<file path="config.mk">
export PLATFORM = sky130hd
export DESIGN_NAME = array_result_reader
export DESIGN_NICKNAME = d
export VERILOG_FILES = /design/src/rtl/array_result_reader_pkg.sv /design/src/rtl/array_result_reader_index_map.sv /design/src/rtl/array_result_reader.sv
export SDC_FILE = /design/constraint.sdc
export NUM_CORES = 1
export LEC_CHECK = 0
export CAP_MARGIN = 20
export CORE_ASPECT_RATIO = 1.2
export CORE_MARGIN = 2
export CORE_UTILIZATION = 54
export CTS_CLUSTER_DIAMETER = 100
export DETAILED_ROUTE_END_ITERATION = 16
export GPL_TIMING_DRIVEN = 0
export PLACE_DENSITY = 0.95
export SKIP_CTS_REPAIR_TIMING = 1
export SYNTH_ARGS = -nofsm -noshare
export SYNTH_HDL_FRONTEND = slang
export SYNTH_SLANG_ARGS = --single-unit
</file>
<file path="constraint.sdc">
create_clock -name clk -period 4.6 [get_ports clk]
set_input_delay 1.15 -clock clk [delete_from_list [all_inputs] [get_ports clk]]
set_output_delay 1.15 -clock clk [all_outputs]
set_load 0.01 [all_outputs]
</file>
<file path="src/rtl/array_result_reader_pkg.sv">
// Shared constants for the systolic-array result reader: accumulator width,
// array geometry and the drain FSM state encodings.
package array_result_reader_pkg;

  // Accumulator width of the array this reader drains.
  localparam int ACC_WIDTH = 16;

  // Array geometry; this revision is a fixed 4x4 array.
  localparam int ARRAY_DIM = 4;
  localparam int NUM_PE    = ARRAY_DIM * ARRAY_DIM;

  // Drain FSM encodings.
  localparam logic IDLE   = 1'b0;
  localparam logic STREAM = 1'b1;

endpackage

</file>
<file path="src/rtl/array_result_reader_index_map.sv">
// Maps a drain beat number k (0..15) and the drain order to the linear PE
// index L = row*4 + col plus the row/column coordinates of that PE.
// Row-major:    L = k
// Column-major: L = (k % 4) * 4 + k / 4, i.e. the two 2-bit halves swapped.
module array_index_map (
  input  logic       col_major,
  input  logic [3:0] k,
  output logic [3:0] lin,
  output logic [1:0] row,
  output logic [1:0] col
);

  // Pure bit rearrangement: no arithmetic is needed for a 4x4 array.
  always_comb begin
    lin = k;
    if (col_major) begin
      lin = {k[1:0], k[3:2]};
    end
    row = lin[3:2];
    col = lin[1:0];
  end

endmodule

</file>
<file path="src/rtl/array_result_reader.sv">
// Drains the packed 4x4 accumulator bus into a one-element valid/ready
// stream. A capture snapshots the whole bus into a local buffer so the array
// is free immediately; the buffer is then streamed one result per accepted
// beat in row-major or column-major order, tagged with row/col and last.
//
// Handshake: a beat transfers on a rising clk edge where out_valid and
// out_ready are both 1. Once out_valid is 1 it stays 1, and out_data,
// out_row, out_col and out_last stay stable, until that transfer happens.
// out_ready has no effect while out_valid is 0.
module array_result_reader #(
  parameter int ACC_WIDTH = array_result_reader_pkg::ACC_WIDTH,
  parameter int ROWS      = 4,
  parameter int COLS      = 4
) (
  input  logic                            clk,
  input  logic                            rst_n,
  input  logic [ACC_WIDTH*ROWS*COLS-1:0]  array_data_out,
  input  logic                            capture,
  input  logic                            col_major,
  output logic [ACC_WIDTH-1:0]            out_data,
  output logic [1:0]                      out_row,
  output logic [1:0]                      out_col,
  output logic                            out_valid,
  input  logic                            out_ready,
  output logic                            out_last,
  output logic                            busy,
  output logic                            overrun,
  input  logic                            clr_overrun
);

  import array_result_reader_pkg::*;

  localparam int NUM_ELEM = ROWS * COLS;

  // FSM state doubles as the busy flag and as the out_valid source, so every
  // stream qualifier comes straight from a flop.
  logic                 state;
  logic [3:0]           beat;
  logic                 order;
  logic [ACC_WIDTH-1:0] snap [NUM_ELEM];
  logic                 overrun_q;

  logic                 xfer;
  logic                 final_xfer;
  logic                 accept;
  logic                 drop;
  logic [3:0]           lin;
  logic [1:0]           map_row;
  logic [1:0]           map_col;

  // Beat-to-PE ordering lives in its own combinational block.
  array_index_map u_index_map (
    .col_major (order),
    .k         (beat),
    .lin       (lin),
    .row       (map_row),
    .col       (map_col)
  );

  // Handshake decode: a new capture is taken in IDLE, or in the very cycle
  // the last beat leaves so back-to-back tiles stream with no bubble. Any
  // other capture while streaming is dropped and flagged.
  always_comb begin
    xfer       = out_valid & out_ready;
    final_xfer = xfer & out_last;
    accept     = capture & ((state == IDLE) | final_xfer);
    drop       = capture & (state == STREAM) & ~final_xfer;
  end

  // Drain FSM and beat counter.
  always_ff @(posedge clk or negedge rst_n) begin
    if (!rst_n) begin
      state <= IDLE;
      beat  <= 4'd0;
      order <= 1'b0;
    end else if (accept) begin
      state <= STREAM;
      beat  <= 4'd0;
      order <= col_major;
    end else if (xfer) begin
      if (out_last) begin
        state <= IDLE;
        beat  <= 4'd0;
      end else begin
        beat <= beat + 4'd1;
      end
    end
  end

  // Snapshot buffer: loads the whole bus on an accepted capture and is
  // otherwise untouched, so later bus activity cannot leak into a drain.
  always_ff @(posedge clk or negedge rst_n) begin
    if (!rst_n) begin
      for (int i = 0; i < NUM_ELEM; i++) begin
        snap[i] <= '0;
      end
    end else if (accept) begin
      for (int i = 0; i < NUM_ELEM; i++) begin
        snap[i] <= array_data_out[ACC_WIDTH*i +: ACC_WIDTH];
      end
    end
  end

  // Sticky overrun flag; a drop in the same cycle as a clear wins.
  always_ff @(posedge clk or negedge rst_n) begin
    if (!rst_n) begin
      overrun_q <= 1'b0;
    end else if (drop) begin
      overrun_q <= 1'b1;
    end else if (clr_overrun) begin
      overrun_q <= 1'b0;
    end
  end

  // Output assembly. The data path is a pure mux of the snapshot, and in
  // reset the buffer and counter are zero, so all outputs read zero without
  // waiting for a clock.
  always_comb begin
    out_valid = (state == STREAM);
    busy      = (state == STREAM);
    out_last  = (state == STREAM) && (beat == 4'd15);
    out_data  = snap[lin];
    out_row   = map_row;
    out_col   = map_col;
    overrun   = overrun_q;
  end

endmodule

</file>
==> results.md, run 1 <==
* Worst R2R Path Depth at 6
* H-tree depth at 1
* First DRT Iteration DRCs at 386
* Area Growth Syn to Fin at 35.9%
* Max Clk Rate at 0.219 GHz
* Hold path depth at 1
* Rel. slew slack at 60.6%
* Final Slew Violations at 0
* Syn nets at 1019
* First-pass GRT wire length at 53000 microns
* Ant diodes at 0
* Minimum clock period at 4560 ps
* Pwr dens at 694 mW/mm^2
* Post-synth ARST share at 100%
* Worst Setup End Kind: output port
* Starting density of the core at 54.8%
* Max VDD drop at 0.618 mV
* Place WS at 247 ps
* Fin Setup TNS at 0 ps
* # DRC at 0
* Worst min path class: reg -> reg
* Wire per inst at 25.5 microns
* Most used DFF post-synth: dfrtp_1
* Root Buffer: clkbuf_16
* Synthesis-stage register bit count at 263
* Crit path DAT at 3410 ps
* Crit Path Max Fanout at 10
* Cell taking the most area after synthesis: dfrtp_1
* Mean Syn Cell Area at 15.7 sq um
* Remaining global-route overflow at 0
* WL final at 35000 microns
* Final ANT Viol Nets at 0
* Count leader, synth: dfrtp_1
* Final setup margin at 42.3 ps
* Synthesized area at 0.0119 sq mm
* Status: completed
* IO Count at 286
* Sequential-to-total area share from yosys stat at 55.5%
* CP Class: reg -> out
* Worst-Margin Slew at 591 ps
* Final nets at 1337
* CTS tree: built
* Req. time, crit path at 3450 ps
* Die Span Y at 166 microns
* GPL Wtd Cong at 0.911
* Core ar. at 0.0216 sq mm
* Routed via count at 8070
* Clock-pin slew on the worst setup and hold paths at 60 ps
* Ratio of cells with drive above 1 in the final layout at 15.4%
* Post-synth top area share at 55.5%
* Clock latency on the worst-skew pair at 540 ps
* Setup violators final at 0
* Synth top cells by count: dfrtp_1 (263), mux2_1 (257), mux4_2 (60)
* Final Cycle Share at 99.1%
* First-pass iteration count of the detailed router at 5
* Netlist cell types at 30
* CTS Buf Count at 27
* Crit start category: flip-flop
* EDFF count, synth at 0
* Max Buffers Root-to-Sink at 3
* Total power draw at 0.0112 W
* I/O Buffers at 284
* Placement Rows at 59
* Die area at 0.0232 sq mm
* Number of max-cap violations at 0
* Largest net degree at the start of global routing at 106
* Final Hold Viols at 0
* Vias in the first global route at 9190
* Clk_skew at 11.6 ps
* Gr usage total at 30.4%
* Initial antenna violation count at 3
* Unrepaired setup endpoints after global routing: false
* Area contributors post-synth: dfrtp_1 (56%), mux2_1 (24%), mux4_2 (11%)
* Fillers at 1352
* Clock sink count at 263
* Die width at 139 microns
* Synth warn at 0
* Hpwl dp at 25600 microns
* Post-DR vias/cell at 5.90
* Mapped Cells at 756
* Pleak at 6.89 nW
==> worst paths after layout <==
kind                       startpoint      endpoint  slack, ps
max                           beat[1]  out_data[12]         40
min                         snap[208]     snap[208]        480
max reg2reg                   beat[3]     snap[123]       2050
max in group asynchronous       rst_n     snap[129]       3060
min reg2reg                 snap[208]     snap[208]        480
min in group asynchronous       rst_n     snap[100]        590
==> sequential cells by signal, indices dropped and copies added, names as in the netlist <==
name	flops
busy	1
overrun	1
beat	4
order	1
snap	256
==> layer usage <==
layer,up-vias,track usage [%],share of wire [%]
met3,97,8.48,8.3
li1,3457,-,-
met4,4,13.9,5.0
met1,4117,35.4,36
met2,395,52.4,51
met5,-,0,0.066
==> per-stage QoR <==
step / instances / hold slack, ps / utilization (%) / area, sq um
after global placement: 1314 / 461 / 69.5 / 15000
after CTS: 1365 / 482 / 74.1 / 16000
after global routing: 1368 / 494 / 74.5 / 16100
final: 1368 / 484 / 74.5 / 16100
after detailed placement: 1316 / 469 / 69.8 / 15100
after floorplan: 756 / 452 / - / 11900
==> power breakdown <==
| group | switching (W) | internal (W) |
|---|---|---|
| Sequential | 0.000619 | 0.00345 |
| Combinational | 0.00229 | 0.00255 |
| Clock | 0.000928 | 0.00135 |
| Total | 0.00384 | 0.00734 |
==> placed cells by master, fill, tap and decap left out, types with 2 or more instances in the layout <==
| cell | count |
|---|---|
| mux4_2 | 60 |
| buf_4 | 7 |
| clkinvlp_4 | 2 |
| clkbuf_1 | 11 |
| a32o_1 | 3 |
| nand3_1 | 9 |
| mux2i_1 | 4 |
| buf_8 | 2 |
| clkbuf_4 | 5 |
| inv_1 | 6 |
| clkbuf_2 | 2 |
| o21ai_1 | 2 |
| inv_2 | 2 |
| clkbuf_16 | 27 |
| a21oi_1 | 6 |
| clkinv_2 | 4 |
| clkdlybuf4s50_1 | 283 |
| o31ai_1 | 3 |
| buf_6 | 3 |
| o32ai_2 | 2 |
| nand4_1 | 3 |
| bufinv_16 | 3 |
| nor2_1 | 2 |
| dfrtp_1 | 263 |
| mux2_1 | 257 |
| clkinv_4 | 2 |
| nand2_1 | 35 |
| a22oi_1 | 27 |
| buf_16 | 2 |
| buf_2 | 32 |
| a22oi_2 | 3 |
| o21ai_0 | 6 |
| clkbuf_8 | 6 |
==> worst max-delay path, stage by stage (launching register included) <==
cell and delay (ps):
dfrtp_1 350, buf_2 210, mux2_2 190, buf_2 270, clkbuf_4 320, mux4_2 380, a22oi_1 440, nand2_1 180
clkdlybuf4s50_1 510
==> layout make-up <==
| type | instances | area, sq um | area share, % |
|---|---|---|---|
| buffer | 55 | 333 | 2.07 |
| clock buffer | 37 | 773 | 4.80 |
| clock inverter | 12 | 151 | 0.940 |
| inverter | 8 | 30.0 | 0.186 |
| multi-input combinational | 430 | 4970 | 30.8 |
| sequential | 263 | 6580 | 40.9 |
| tap | 274 | 343 | 2.13 |
| timing repair buffer | 289 | 2930 | 18.2 |
==> logic make-up after synthesis <==
family                     count (synthesis)  share of synthesized area, %
xor gates and xnor gates                   1                        0.0739
AOI/OAI and AO/OA                         54                          3.22
buffers and inverters                     63                          2.81
muxes                                    323                          36.4
adders and majority gates                  1                         0.106
DFF                                      263                          55.5
and+or+nand+nor                           51                          1.82
(Power assumes the default switching activity.)
==> inputs of run 2 (changes only) <==
- RECOVER_POWER: not set -> 50
==> run 2 against run 1 <==
Compared with the run above:
- the run now ends with max-capacitance violations, max-slew violations left
- worst hold slack about the same
- clock skew about the same
- cell count is essentially flat
- count of clock-buffer cells in the layout unchanged
- global-route usage did not move
- first-iteration DRC count grew 3.4%
- flip-flop and latch count stayed put
- sequential share of layout area increased by 0.089 points
- clock power barely moved
- highest routed layer unchanged
- routed wire length grew 0.12%
- non-clock buffer count stayed put
==> results.md, run 2 (synthesis gave the netlist of run 1 again) <==
* Vias in the first global route at 9190
* Area Growth Syn to Fin at 35.6%
* Hold wc startpoint: snap[208]
* Worst R2R Path Depth at 6
* Wire per inst at 25.6 microns
* Max FFs per register at 256
* Root Buffer: clkbuf_16
* Rel. slew slack at -110%
* CP Class: reg -> out
* R2R Path Start: beat[3]
* Clock sink count at 263
* Crit path DAT at 3440 ps
* First DRT Iteration DRCs at 399
* Pwr dens at 695 mW/mm^2
* Final nets at 1337
* P_sw at 0.00384 W
* Crit start category: flip-flop
* Worst min path class: reg -> reg
* Ratio of cells with drive above 1 in the final layout at 15.1%
* Clock-pin slew on the worst setup and hold paths at 60 ps
* Clk pwr share at 20.4%
* Reg2reg setup slack at 1950 ps
* Setup violators final at 0
* Die area at 0.0232 sq mm
* Fin Setup TNS at 0 ps
* Max Buffers Root-to-Sink at 3
* Req. time, crit path at 3450 ps
* Switching portion of total power at 34.3%
* Gr usage total at 30.4%
* Minimum clock period at 4590 ps
* Pint at 0.00733 W
* Worst setup path startpoint: beat[1]
* Failing checks: max-capacitance violations, max-slew violations
* First-pass iteration count of the detailed router at 5
* Hold slack at 483 ps
* IO Count at 286
* Core ar. at 0.0216 sq mm
* Max Clk Rate at 0.218 GHz
* Biggest register: snap
* Max VDD drop at 0.620 mV
* Clk_skew at 12.1 ps
* Final Hold Viols at 0
* Initial antenna violation count at 3
* Combinational power share at 43.3%
* Clock latency on the worst-skew pair at 540 ps
* Final Cycle Share at 99.8%
* CTS Buf Count at 27
* Final ANT Viol Nets at 0
* Starting density of the core at 54.8%
* Post-Layout Cell Count at 1369
* Biggest regs: snap (256), beat (4)
* Worst Setup End Kind: output port
* Final Slew Violations at 70
* Crit Path Max Fanout at 10
* Number of max-cap violations at 1
* Finished Core Util at 74.3%
* Most frequent cells in the layout: clkdlybuf4s50_1 (281), dfrtp_1 (263), mux2_1 (257)
* Largest net degree at the start of global routing at 106
* Hold path depth at 1
* H-tree depth at 1
* First-pass GRT wire length at 53000 microns
* Routed via count at 8062
* Die Span Y at 166 microns
* Post-DR vias/cell at 5.89
* Pleak at 6.88 nW
* Placed insts at 1316
* Unrepaired setup endpoints after global routing: false
* Die width at 139 microns
* Sequential Power Share at 36.4%
* Status: finished with violations
* Placement Rows at 59
* Worst-Margin Slew at 3150 ps
* WL final at 35000 microns
* # DRC at 0
* Hpwl dp at 25600 microns
* I/O Buffers at 284
* CTS tree: built
* Commonest non-fill, non-tap cell in the layout: clkdlybuf4s50_1
* GPL Wtd Cong at 0.911
* Remaining global-route overflow at 0
-- run 2: area by class of cell --
cell class / count / area [sq um]
antenna: 1 / 2.50
buffer: 55 / 330
clock buffer: 37 / 773
clock inverter: 12 / 151
fill: 1358 / 5560
inverter: 8 / 30.0
multi-input combinational: 430 / 4970
sequential: 263 / 6580
tap: 274 / 343
timing repair buffer: 289 / 2890
-- run 2: per-layer routing --
layer | wire length (microns) | share of wire (%) | GRT usage (%) | up-vias
met5 | 10 | 0.029 | 0 | -
met4 | 1680 | 4.8 | 13.9 | 2
met3 | 2890 | 8.3 | 8.48 | 95
met2 | 17900 | 51 | 52.4 | 399
met1 | 12500 | 36 | 35.4 | 4113
li1 | - | - | - | 3453
-- run 2: final timing paths --
path                           endpoint
setup reg to reg              snap[200]
min in group asynchronous     snap[100]
max in group asynchronous     snap[129]
hold / removal                snap[208]
hold reg to reg               snap[208]
setup / recovery           out_data[12]
-- run 2: stage by stage --
stage | setup slack, ps | total power, W | instance area [sq um]
6_report | 10.7 | 0.0112 | 16100
5_1_grt | 4.53 | 0.0117 | 16100
3_5_place_dp | 247 | 0.00872 | 15100
2_1_floorplan | 1550 | 0.00668 | 11900
4_1_cts | -364 | 0.0111 | 16000
3_3_place_gp | -8580 | 0.00849 | 15000
-- run 2: critical path, stage by stage (launching register included) --
cell             delay [ps]
dfrtp_1                 350
buf_2                   220
mux2_2                  190
buf_2                   280
clkbuf_4                320
mux4_2                  380
a22oi_1                 460
nand2_1                 180
clkdlybuf4s50_1         510
-- run 2: power groups by stage --
stage          combinational [W]  clock, W  sequential (W)
6_report                 0.00483   0.00228         0.00406
5_1_grt                  0.00508   0.00240         0.00417
4_1_cts                  0.00473   0.00230         0.00404
3_5_place_dp             0.00466         0         0.00406
3_3_place_gp             0.00452         0         0.00397
2_1_floorplan            0.00288         0         0.00380
==> inputs of run 3 (changes only) <==
- CORE_UTILIZATION: 54 -> 45
- PLACE_DENSITY: 0.95 -> 0.87
- RECOVER_POWER: 50 -> not set
- TNS_END_PERCENT: not set -> 50
- clock period: 4.6 -> 4.09 ns (I/O delays scaled with it)
==> run 3 against run 2 <==
Compared with the run above:
- the flow finishes with violations (negative setup slack)
- worst setup slack got worse by 93 ps
- count of clock-buffer cells in the layout rose by 5
- clock skew rose by 2.0 ps
- register-to-register slack got worse by 460 ps
- worst hold slack got worse by 76 ps
- critical path depth did not move
- critical endpoint is now out_data[11]
==> results.md, run 3 (synthesis gave the netlist of run 1 again) <==
* Status: finished with violations
* Failing checks: negative setup slack
* Die width at 152 microns
* WL final at 34700 microns
* Initial antenna violation count at 10
* Req. time, crit path at 3070 ps
* First DRT Iteration DRCs at 367
* I/O Buffers at 284
* Reg2reg setup slack at 1490 ps
* Switching portion of total power at 33.7%
* Pleak at 7.02 nW
* Placed instance area at 0.0152 sq mm
* Final nets at 1339
* Worst Setup End Kind: output port
* P_sw at 0.00427 W
* Ratio of cells with drive above 1 in the final layout at 16.5%
* Clock sink count at 263
* CP Depth at 8
* Crit path largest cell delay at 580 ps
* Max Clk Rate at 0.240 GHz
* Finished Core Util at 62.6%
* Final Slew Violations at 0
* Vias in the first global route at 8930
* Biggest regs: snap (256), beat (4)
* Final Hold Viols at 0
* Max VDD drop at 0.425 mV
* First-pass iteration count of the detailed router at 5
* Core ar. at 0.0261 sq mm
* Crit Path Max Fanout at 10
* Clk_skew at 14.0 ps
* Starting density of the core at 45.4%
* Fillers at 1895
* Worst min path class: in -> async
* Minimum clock period at 4170 ps
* Worst-Margin Slew at 607 ps
* Setup violators final at 9
* Place WS at -190 ps
* Area Growth Syn to Fin at 37.9%
* Combinational power share at 43.5%
* CP delay by family, top: buffers and inverters
* Post-DR vias/cell at 5.51
* Pint at 0.00842 W
* Placement Rows at 65
* GPL Wtd Cong at 0.852
* CP bufs+invs at 4
* Die area at 0.0277 sq mm
* Final ANT Viol Nets at 0
* Total power draw at 0.0127 W
* Die Span Y at 182 microns
* Max FFs per register at 256
* Remaining global-route overflow at 0
* Crit-path cells: buf_6, mux2i_4, inv_4, buf_4, mux4_2, a22oi_1, o21ai_1, clkdlybuf4s50_1
* Largest net degree at the start of global routing at 112
* Worst R2R Path Depth at 6
* Clock latency on the worst-skew pair at 540 ps
* Most frequent cells in the layout: clkdlybuf4s50_1 (277), dfrtp_1 (263), mux2_1 (257)
* Max Buffers Root-to-Sink at 3
* CTS Buf Count at 28
* First-pass GRT wire length at 52700 microns
* Final setup margin at -81.8 ps
* Number of max-cap violations at 0
* Biggest register: snap
* Root Buffer: clkbuf_16
* CTS tree: built
* Final Cycle Share at 102%
* Crit start category: flip-flop
* CP Class: reg -> out
* Hpwl dp at 26000 microns
* Crit path DAT at 3150 ps
* Clock-pin slew on the worst setup and hold paths at 70 ps
* Fin Setup TNS at -367 ps
* IO Count at 286
* Commonest non-fill, non-tap cell in the layout: clkdlybuf4s50_1
* H-tree depth at 1
* CP max-delay cell: mux4_2
* Wire per inst at 24.2 microns
* Pwr dens at 777 mW/mm^2
* Sequential Power Share at 35.6%
* Rel. slew slack at 59.6%
* Gr usage total at 25.2%
* Unrepaired setup endpoints after global routing: true
* Design area at 0.0163 sq mm
* # DRC at 0
* Clk pwr share at 20.9%
* Routed via count at 7915
## run 3: changes by cell type in the layout (fill, tap and decap cells not counted), sizes merged
cell / delta
dlymetal6s2s: +6
clkdlybuf4s50: -4
buf: +7
diode: +3
clkinv: -2
dlygate4sd3: -2
dlymetal6s4s: -1
## run 3: path summary, 6_finish.rpt
path,from,to
max in group asynchronous,rst_n,snap[107]
min in group clk,snap[8],snap[8]
setup / recovery,order,out_data[11]
hold reg to reg,snap[8],snap[8]
hold / removal,rst_n,snap[148]
setup reg to reg,beat[3],snap[123]
## run 3: power by group through the flow
| stage | clock network [W] | registers, W | logic (W) |
|---|---|---|---|
| 2_1_floorplan | 0 | 0.00427 | 0.00324 |
| 3_3_place_gp | 0 | 0.00445 | 0.00520 |
| 6_report | 0.00266 | 0.00451 | 0.00553 |
| 5_1_grt | 0.00281 | 0.00466 | 0.00588 |
| 3_5_place_dp | 0 | 0.00453 | 0.00533 |
| 4_1_cts | 0.00270 | 0.00450 | 0.00536 |
## run 3: metal layers
layer	vias up	part of all wire (%)	global-route usage (%)
met4	10	4.2	9.35
met3	81	7.3	6.75
li1	3463	-	-
met1	4052	37	29.4
met2	309	51	44.5
met5	-	0.18	0
## run 3: layout make-up
| type | instances | area (sq um) | share of cell area [%] |
|---|---|---|---|
| flip-flops and latches | 263 | 6580 | 40.3 |
| plain buffers | 55 | 360 | 2.20 |
| well taps | 335 | 419 | 2.56 |
| diodes | 4 | 10.0 | 0.0612 |
| clock buffers | 42 | 845 | 5.17 |
| clock inverters | 10 | 134 | 0.819 |
| multi-input cells | 430 | 5020 | 30.7 |
| repair buffers | 290 | 2950 | 18.0 |
| inverters | 8 | 32.5 | 0.199 |
## run 3: metrics by stage
step	hold slack, ps	cells
6_report	407	1437
5_1_grt	457	1437
4_1_cts	441	1429
3_5_place_dp	469	1377
3_3_place_gp	461	1375
2_1_floorplan	452	756
